$ cat src/rtl/btn_conditioner.sv
// Push-button conditioner: sync, debounce, press pulse, hold-to-repeat and
// one-hot direction arbitration for the five board buttons.

// One button: 2-flop sync, polarity-normalizing level register, debouncer,
// and optional auto-repeat. 'due' flags a pulse that the top may output.
module btn_lane #(
    parameter int DEBOUNCE_CYCLES = 250000,
    parameter int REPEAT_DELAY    = 12500000,
    parameter int REPEAT_RATE     = 3750000,
    parameter int ACTIVE_LOW      = 1,
    parameter bit REPEAT_EN       = 1'b1
) (
    input  logic clk,
    input  logic rst,
    input  logic raw,
    output logic held,
    output logic due
);

    localparam logic [23:0] DB_LAST   = 24'(DEBOUNCE_CYCLES - 1);
    localparam logic [23:0] RPT_FIRST = 24'(REPEAT_DELAY);
    localparam logic [23:0] RPT_NEXT  = 24'(REPEAT_RATE);
    // Released pin level, so reset never looks like a press edge.
    localparam logic        IDLE_PIN  = (ACTIVE_LOW != 0);

    logic        sync1_q, sync1_d;
    logic        sync2_q, sync2_d;
    logic        lvl_q, lvl_d;
    logic        held_q, held_d;
    logic        armed_q, armed_d;
    logic [23:0] db_cnt_q, db_cnt_d;
    logic [23:0] rpt_cnt_q, rpt_cnt_d;
    logic [23:0] rpt_inc, rpt_target;
    logic        rpt_due;

    // Synchronizer chain; level register holds 1 = pressed regardless of pin polarity.
    always_comb begin
        sync1_d = raw;
        sync2_d = sync1_q;
        lvl_d   = (ACTIVE_LOW != 0) ? ~sync2_q : sync2_q;
    end

    // Debounce: accept a new level only after it persists DEBOUNCE_CYCLES cycles.
    always_comb begin
        held_d   = held_q;
        db_cnt_d = '0;
        if (lvl_q != held_q) begin
            if (db_cnt_q == DB_LAST) begin
                held_d   = ~held_q;
                db_cnt_d = '0;
            end else begin
                db_cnt_d = db_cnt_q + 24'd1;
            end
        end
    end

    // Auto-repeat: first pulse after REPEAT_DELAY, then every REPEAT_RATE.
    // Counts only while held stays up; a rise or a fall clears it.
    always_comb begin
        rpt_inc    = rpt_cnt_q + 24'd1;
        rpt_target = armed_q ? RPT_NEXT : RPT_FIRST;
        rpt_cnt_d  = '0;
        armed_d    = 1'b0;
        rpt_due    = 1'b0;
        if (REPEAT_EN && held_q && held_d) begin
            if (rpt_inc == rpt_target) begin
                rpt_due   = 1'b1;
                rpt_cnt_d = '0;
                armed_d   = 1'b1;
            end else begin
                rpt_cnt_d = rpt_inc;
                armed_d   = armed_q;
            end
        end
    end

    // Pulse request: debounced press edge or a repeat tick (top registers it).
    always_comb begin
        due  = (held_d & ~held_q) | rpt_due;
        held = held_q;
    end

    // Lane state registers.
    always_ff @(posedge clk) begin
        if (rst) begin
            sync1_q   <= IDLE_PIN;
            sync2_q   <= IDLE_PIN;
            lvl_q     <= 1'b0;
            held_q    <= 1'b0;
            armed_q   <= 1'b0;
            db_cnt_q  <= '0;
            rpt_cnt_q <= '0;
        end else begin
            sync1_q   <= sync1_d;
            sync2_q   <= sync2_d;
            lvl_q     <= lvl_d;
            held_q    <= held_d;
            armed_q   <= armed_d;
            db_cnt_q  <= db_cnt_d;
            rpt_cnt_q <= rpt_cnt_d;
        end
    end

endmodule

module btn_conditioner #(
    parameter int DEBOUNCE_CYCLES = 250000,
    parameter int REPEAT_DELAY    = 12500000,
    parameter int REPEAT_RATE     = 3750000,
    parameter int ACTIVE_LOW      = 1
) (
    input  logic       clk,
    input  logic       rst,
    input  logic [4:0] btn_raw,
    output logic       btn_up,
    output logic       btn_down,
    output logic       btn_left,
    output logic       btn_right,
    output logic       selected,
    output logic [4:0] held
);

    logic [4:0] due;
    logic [3:0] dir_q, dir_d;
    logic       sel_q, sel_d;

    // Bits 0-3 are directions and repeat; bit 4 (select) never repeats.
    for (genvar i = 0; i < 5; i++) begin : g_lane
        btn_lane #(
            .DEBOUNCE_CYCLES(DEBOUNCE_CYCLES),
            .REPEAT_DELAY   (REPEAT_DELAY),
            .REPEAT_RATE    (REPEAT_RATE),
            .ACTIVE_LOW     (ACTIVE_LOW),
            .REPEAT_EN      (i < 4)
        ) u_lane (
            .clk (clk),
            .rst (rst),
            .raw (btn_raw[i]),
            .held(held[i]),
            .due (due[i])
        );
    end

    // Fixed priority up > down > left > right; losers are dropped, and their
    // repeat counters have already reloaded inside the lane.
    always_comb begin
        dir_d = 4'b0000;
        if (due[0])      dir_d = 4'b0001;
        else if (due[1]) dir_d = 4'b0010;
        else if (due[2]) dir_d = 4'b0100;
        else if (due[3]) dir_d = 4'b1000;
        sel_d = due[4];
    end

    // Registered pulse outputs; reset kills any pending pulse.
    always_ff @(posedge clk) begin
        if (rst) begin
            dir_q <= '0;
            sel_q <= 1'b0;
        end else begin
            dir_q <= dir_d;
            sel_q <= sel_d;
        end
    end

    assign btn_up    = dir_q[0];
    assign btn_down  = dir_q[1];
    assign btn_left  = dir_q[2];
    assign btn_right = dir_q[3];
    assign selected  = sel_q;

endmodule

$ cat config.mk
export PLATFORM = sky130hd
export DESIGN_NAME = btn_conditioner
export DESIGN_NICKNAME = d
export VERILOG_FILES = /design/src/rtl/btn_conditioner.sv
export SDC_FILE = /design/constraint.sdc
export NUM_CORES = 1
export LEC_CHECK = 0
export CORE_AREA = 4 4 176 178
export CTS_BUF_LIST = sky130_fd_sc_hd__clkbuf_2 sky130_fd_sc_hd__clkbuf_4 sky130_fd_sc_hd__clkbuf_8
export DETAILED_ROUTE_END_ITERATION = 6
export DIE_AREA = 0 0 180 182
export MAX_ROUTING_LAYER = met4
export SLEW_MARGIN = 40
export SYNTH_ARGS = -nofsm -noshare
export SYNTH_HDL_FRONTEND = slang
export SYNTH_SLANG_ARGS = --single-unit
$ cat constraint.sdc
create_clock -name clk -period 3.35 [get_ports clk]
set_clock_uncertainty 0.1 [all_clocks]
set_input_delay 0.5025 -clock clk [delete_from_list [all_inputs] [get_ports clk]]
set_output_delay 0.5025 -clock clk [all_outputs]
set_load 0.02 [all_outputs]
After elaboration in Yosys (flattened, before gate mapping):

Cells that the tools add are included.

* bits in registers: 245
* latch bits: 0
* bits in writable memories: 0
* memory bits (read-only): 0
* output and inout bits: 10
* word-level logic and storage cells: 135
* memories: 0

* add/subtract/negate cells: 9
* $mul: 0
* divide/modulo/power cells: 0
* order comparisons: 0
* eq/ne operators: 14
* shift operators: 0
* muxes and demuxes: 26
* bitwise logic cells: 28
* reductions and logical operators: 20

Operator list (count)
* $add 24x1->24 const B: 9
* $eq 24x18->1 const B: 5
* $eq 24x24->1: 4
* $mux 24: 4
* $reduce_or 3->1: 10
* $mux 1: 19
* $not 1->1: 19
* $reduce_or 2->1: 5
* $and 1x1->1: 5
* $ne 1x1->1: 5
* $logic_and 1x1->1: 4
* $mux 4: 1
* $or 1x1->1: 4
* $reduce_or 4->1: 1
* $mux 3: 1
* $mux 2: 1

Logic depth before layout (Yosys ltp):

* depth in word-level cells: 10
* mapped depth: 12

By module:

Synthesis repeated with hierarchy kept, for this count alone.

* cells, all modules: 1382
* area total of the unflattened synthesis: 12269.3 um2

Modules (own cells, without submodules)
* btn_lane at g_lane[0].u_lane ...: times used 4, cells an instance 306, area an instance 2710.1 um2, seq. area each 1061.0 um2
* btn_lane at g_lane[4].u_lane: times used 1, cells an instance 147, area an instance 1270.0 um2, seq. area each 560.5 um2
* btn_conditioner: times used 1, cells an instance 11, area an instance 158.9 um2, seq. area each 100.1 um2

Worst setup path after synthesis:

No wires, ideal clock.

* path type: register -> register
* from: register g_lane[0].u_lane.rpt_cnt_q[7]
* to: register g_lane[0].u_lane.rpt_cnt_q[13]
* library setup time: 0.117 ns
* arrival time: 2.513 ns
* required time: 3.133 ns
* path slack: 0.620 ns
* stages on the path, launching flop included: 11
* clock period less this slack: 2.730 ns
* cells stage by stage: dfxtp_1 -> clkbuf_1 -> nand3_1 -> nor4_1 -> nand4_1 -> xnor2_1 -> or4_1 -> a21o_1 -> nand3_1 -> buf_2 -> nor2_1

* word-level cells in the longest chain between the ends: 3

Ends and longest elaborated chain
* start, declared: RTL line 32 `logic [23:0] rpt_cnt_q, rpt_cnt_d;`
* start signal, assigned: RTL line 100 `rpt_cnt_q <= rpt_cnt_d;`
* $add 24x1->24 (*): RTL line 60 `rpt_inc = rpt_cnt_q + 24'd1;`
* $eq 24x24->1: RTL line 66 `if (rpt_inc == rpt_target) begin`
* $reduce_or 3->1 (no line)

Mark *: on every way between the ends. The rest lies on a longest branch, timed or not.
A chain may end at the register's enable or synchronous reset.

Worst setup path after layout:

* from: register g_lane[1].u_lane.rpt_cnt_q[0]
* to: register g_lane[1].u_lane.rpt_cnt_q[22]

* word-level cells in the longest chain between the ends: 3

Ends and longest elaborated chain (RTL line)
* start, declared: 32
* start signal, assigned: 100
* $add 24x1->24 (*): 60
* $eq 24x24->1: 66
* $reduce_or 3->1 (no line)

Marks and branches as above.

==> results.tsv <==
metric	value	unit
Mean Syn Cell Area	8.57	sq um
area leader, netlist	dfxtp_1	
RSZ-0062 raised after global routing	false	
Skew-Pair Late Insertion Delay	0.53	ns
post-synthesis sequential element count	245	
largest net degree at the start of global routing	25	
Boundary Pins	17	
Design Area, Final	13000	sq um
routed wire length per instance	12.6	microns
Yosys cell types	69	
max_slew headroom	53.7	%
max-cap violations	0	
num rows	63	
CP max FO	13	
Synth top cells by count	nor2_1, dfxtp_1, xnor2_1, xor2_1, nand3_1	
1st-iter DRT viols	488	
WHS Path Cells	1	
Synthesized Nets	1373	
initial antenna violation count	0	
wire length of the first global-routing pass	39900	microns
detailed-route wire length	22700	microns
Worst Tran Pin Value	0.688	ns
cells after synthesis	1353	
CTS-repair resized insts	0	
final worst-path cycle share	90.2	%
cell chosen for the clock root	clkbuf_8	
final setup violation count	0	
routed vias	9013	
smallest hold slack	0.278	ns
fin util	44.2	%
dominant synthesized flop cell	dfxtp_1	
fmax	0.331	GHz
initial core utilization	39.4	%
post-synthesis sequential area ratio	42.3	%
outcome	finished, final reports clean	
Post-CTS Setup Bufs	0	
final setup TNS	0	ns
Slew Limit Fails	0	
Hold Fails Final Rpt	0	
Core ar.	29400	sq um
synthesized cell area	11600	sq um
P per Cell Area	451	nW/um^2
number of remaining DRC errors	0	
vias in the first global route	8619	
Num CTS Buffers	42	
Die ar.	32800	sq um
reg-to-reg slack, setup	0.33	ns
Die X	180	microns
Congestion Overflow GR	0	
final worst slack	0.327	ns
CTS tree	built	
maximum vdd drop	0.313	mV
fraction of registers with async set/reset	0	%
total power	5.87	mW
share of cells above drive strength 1	10.4	%
antenna viol nets, final	0	
largest cells by area after synthesis	dfxtp_1, nor2_1, xnor2_1	
R2R cell count	10	
number of I/O port buffers	16	
minimum clock period	3.02	ns
CP Launch Type	flip-flop	
Nets	1394	
DP Wirelength	15500	microns
Leakage	4.02	nW
antenna fix cells	0	
Worst setup EP type	flip-flop	
Synth warnings	0	
Vias/cell	5.03	
Clock Tree Buf Depth	3	
placed cell area	12100	sq um
hold_buf cts	0	
min-delay worst type	flip-flop to flip-flop	
Post-Place Cells	1720	
critical path class	flip-flop to flip-flop	
critical path required time	3.67	ns
clk sinks	245	
routability congestion estimate	0.818	
Detailed Routing Iterations Pass 1	4	
Post-synth EDFFs	0	
Worst EP arrival	3.35	ns
# fillers	2927	
Final Non-Filler Cells	1793	
Die Ht	182	microns
H-tree levels	2	
GR Util All Layers	14.2	%
Syn-to-layout area delta	12.3	%
most frequent cell after synthesis	nor2_1	
Clock transition at path regs	0.06	ns
DP Worst Slack	0.337	ns
Synth top area share	42.3	%
flip-flops by register name (all words and copies together) (netlist names):
name	flops
dir_q	4
g_lane.u_lane.armed_q	4
g_lane.u_lane.db_cnt_q	120
g_lane.u_lane.held	5
g_lane.u_lane.lvl_q	5
g_lane.u_lane.rpt_cnt_q	96
g_lane.u_lane.sync1_q	5
g_lane.u_lane.sync2_q	5
selected	1
path summary, 6_finish.rpt:
path	end	from
worst max register to register	g_lane[1].u_lane.rpt_cnt_q[22]$_SDFF_PP0_	g_lane[1].u_lane.rpt_cnt_q[0]$_SDFF_PP0_
worst max-delay path	g_lane[1].u_lane.rpt_cnt_q[22]$_SDFF_PP0_	g_lane[1].u_lane.rpt_cnt_q[0]$_SDFF_PP0_
worst min-delay path	g_lane[3].u_lane.lvl_q$_SDFF_PP0_	g_lane[3].u_lane.sync2_q$_SDFF_PP1_
worst min register to register	g_lane[3].u_lane.lvl_q$_SDFF_PP0_	g_lane[3].u_lane.sync2_q$_SDFF_PP1_
per-layer routing:
layer,vias to the layer above,track usage (%),wire [microns]
met5,-,-,0
met4,0,4.33,465
met3,36,2.66,715
met2,98,22.3,10000
met1,4167,18.7,11400
li1,4712,-,-
critical path: stages (launching register included):
cell,delay [ns]
dfxtp_1,0.43
ha_1,0.31
nand4_2,0.29
nor3_2,0.25
nand3_1,0.13
xor2_1,0.18
or3_1,0.42
nor4_1,0.35
a21o_1,0.19
buf_4,0.20
nor2_1,0.06
report_power, final:
group          switching [mW]  internal, mW
sequential            0.00398          2.92
combinational          0.0166        0.0144
clock                    1.18          1.73
logic make-up after synthesis:
kind of cell	share of synthesized area [%]
compound gates	4.79
flops	42.3
simple gates	32.8
buf+inv	3.23
xor+xnor	14.8
fa+ha+maj	1.40
mux	0.605
cells in the final DEF, fill, tap and decap left out, drive strengths merged, types with 17 or more instances in the layout:
cell type	n
nand3	94
nand2	86
inv	25
and3	37
nor3	35
clkbuf	66
xnor2	101
o21ai	25
xor2	94
dfxtp	245
a21oi	26
nand4	53
nor4	37
nor2	273
buf	17
or3	22
layout make-up:
class / count / area (sq um) / area share, %
Clock buffer: 66 / 833 / 6.41
Clock inverter: 7 / 92.6 / 0.712
Inverter: 23 / 86.3 / 0.664
Multi-Input combinational cell: 1029 / 6320 / 48.6
Sequential cell: 245 / 4900 / 37.7
Tap cell: 390 / 488 / 3.75
Timing Repair Buffer: 33 / 288 / 2.21
Note: power is estimated with default switching activity, not from simulation.
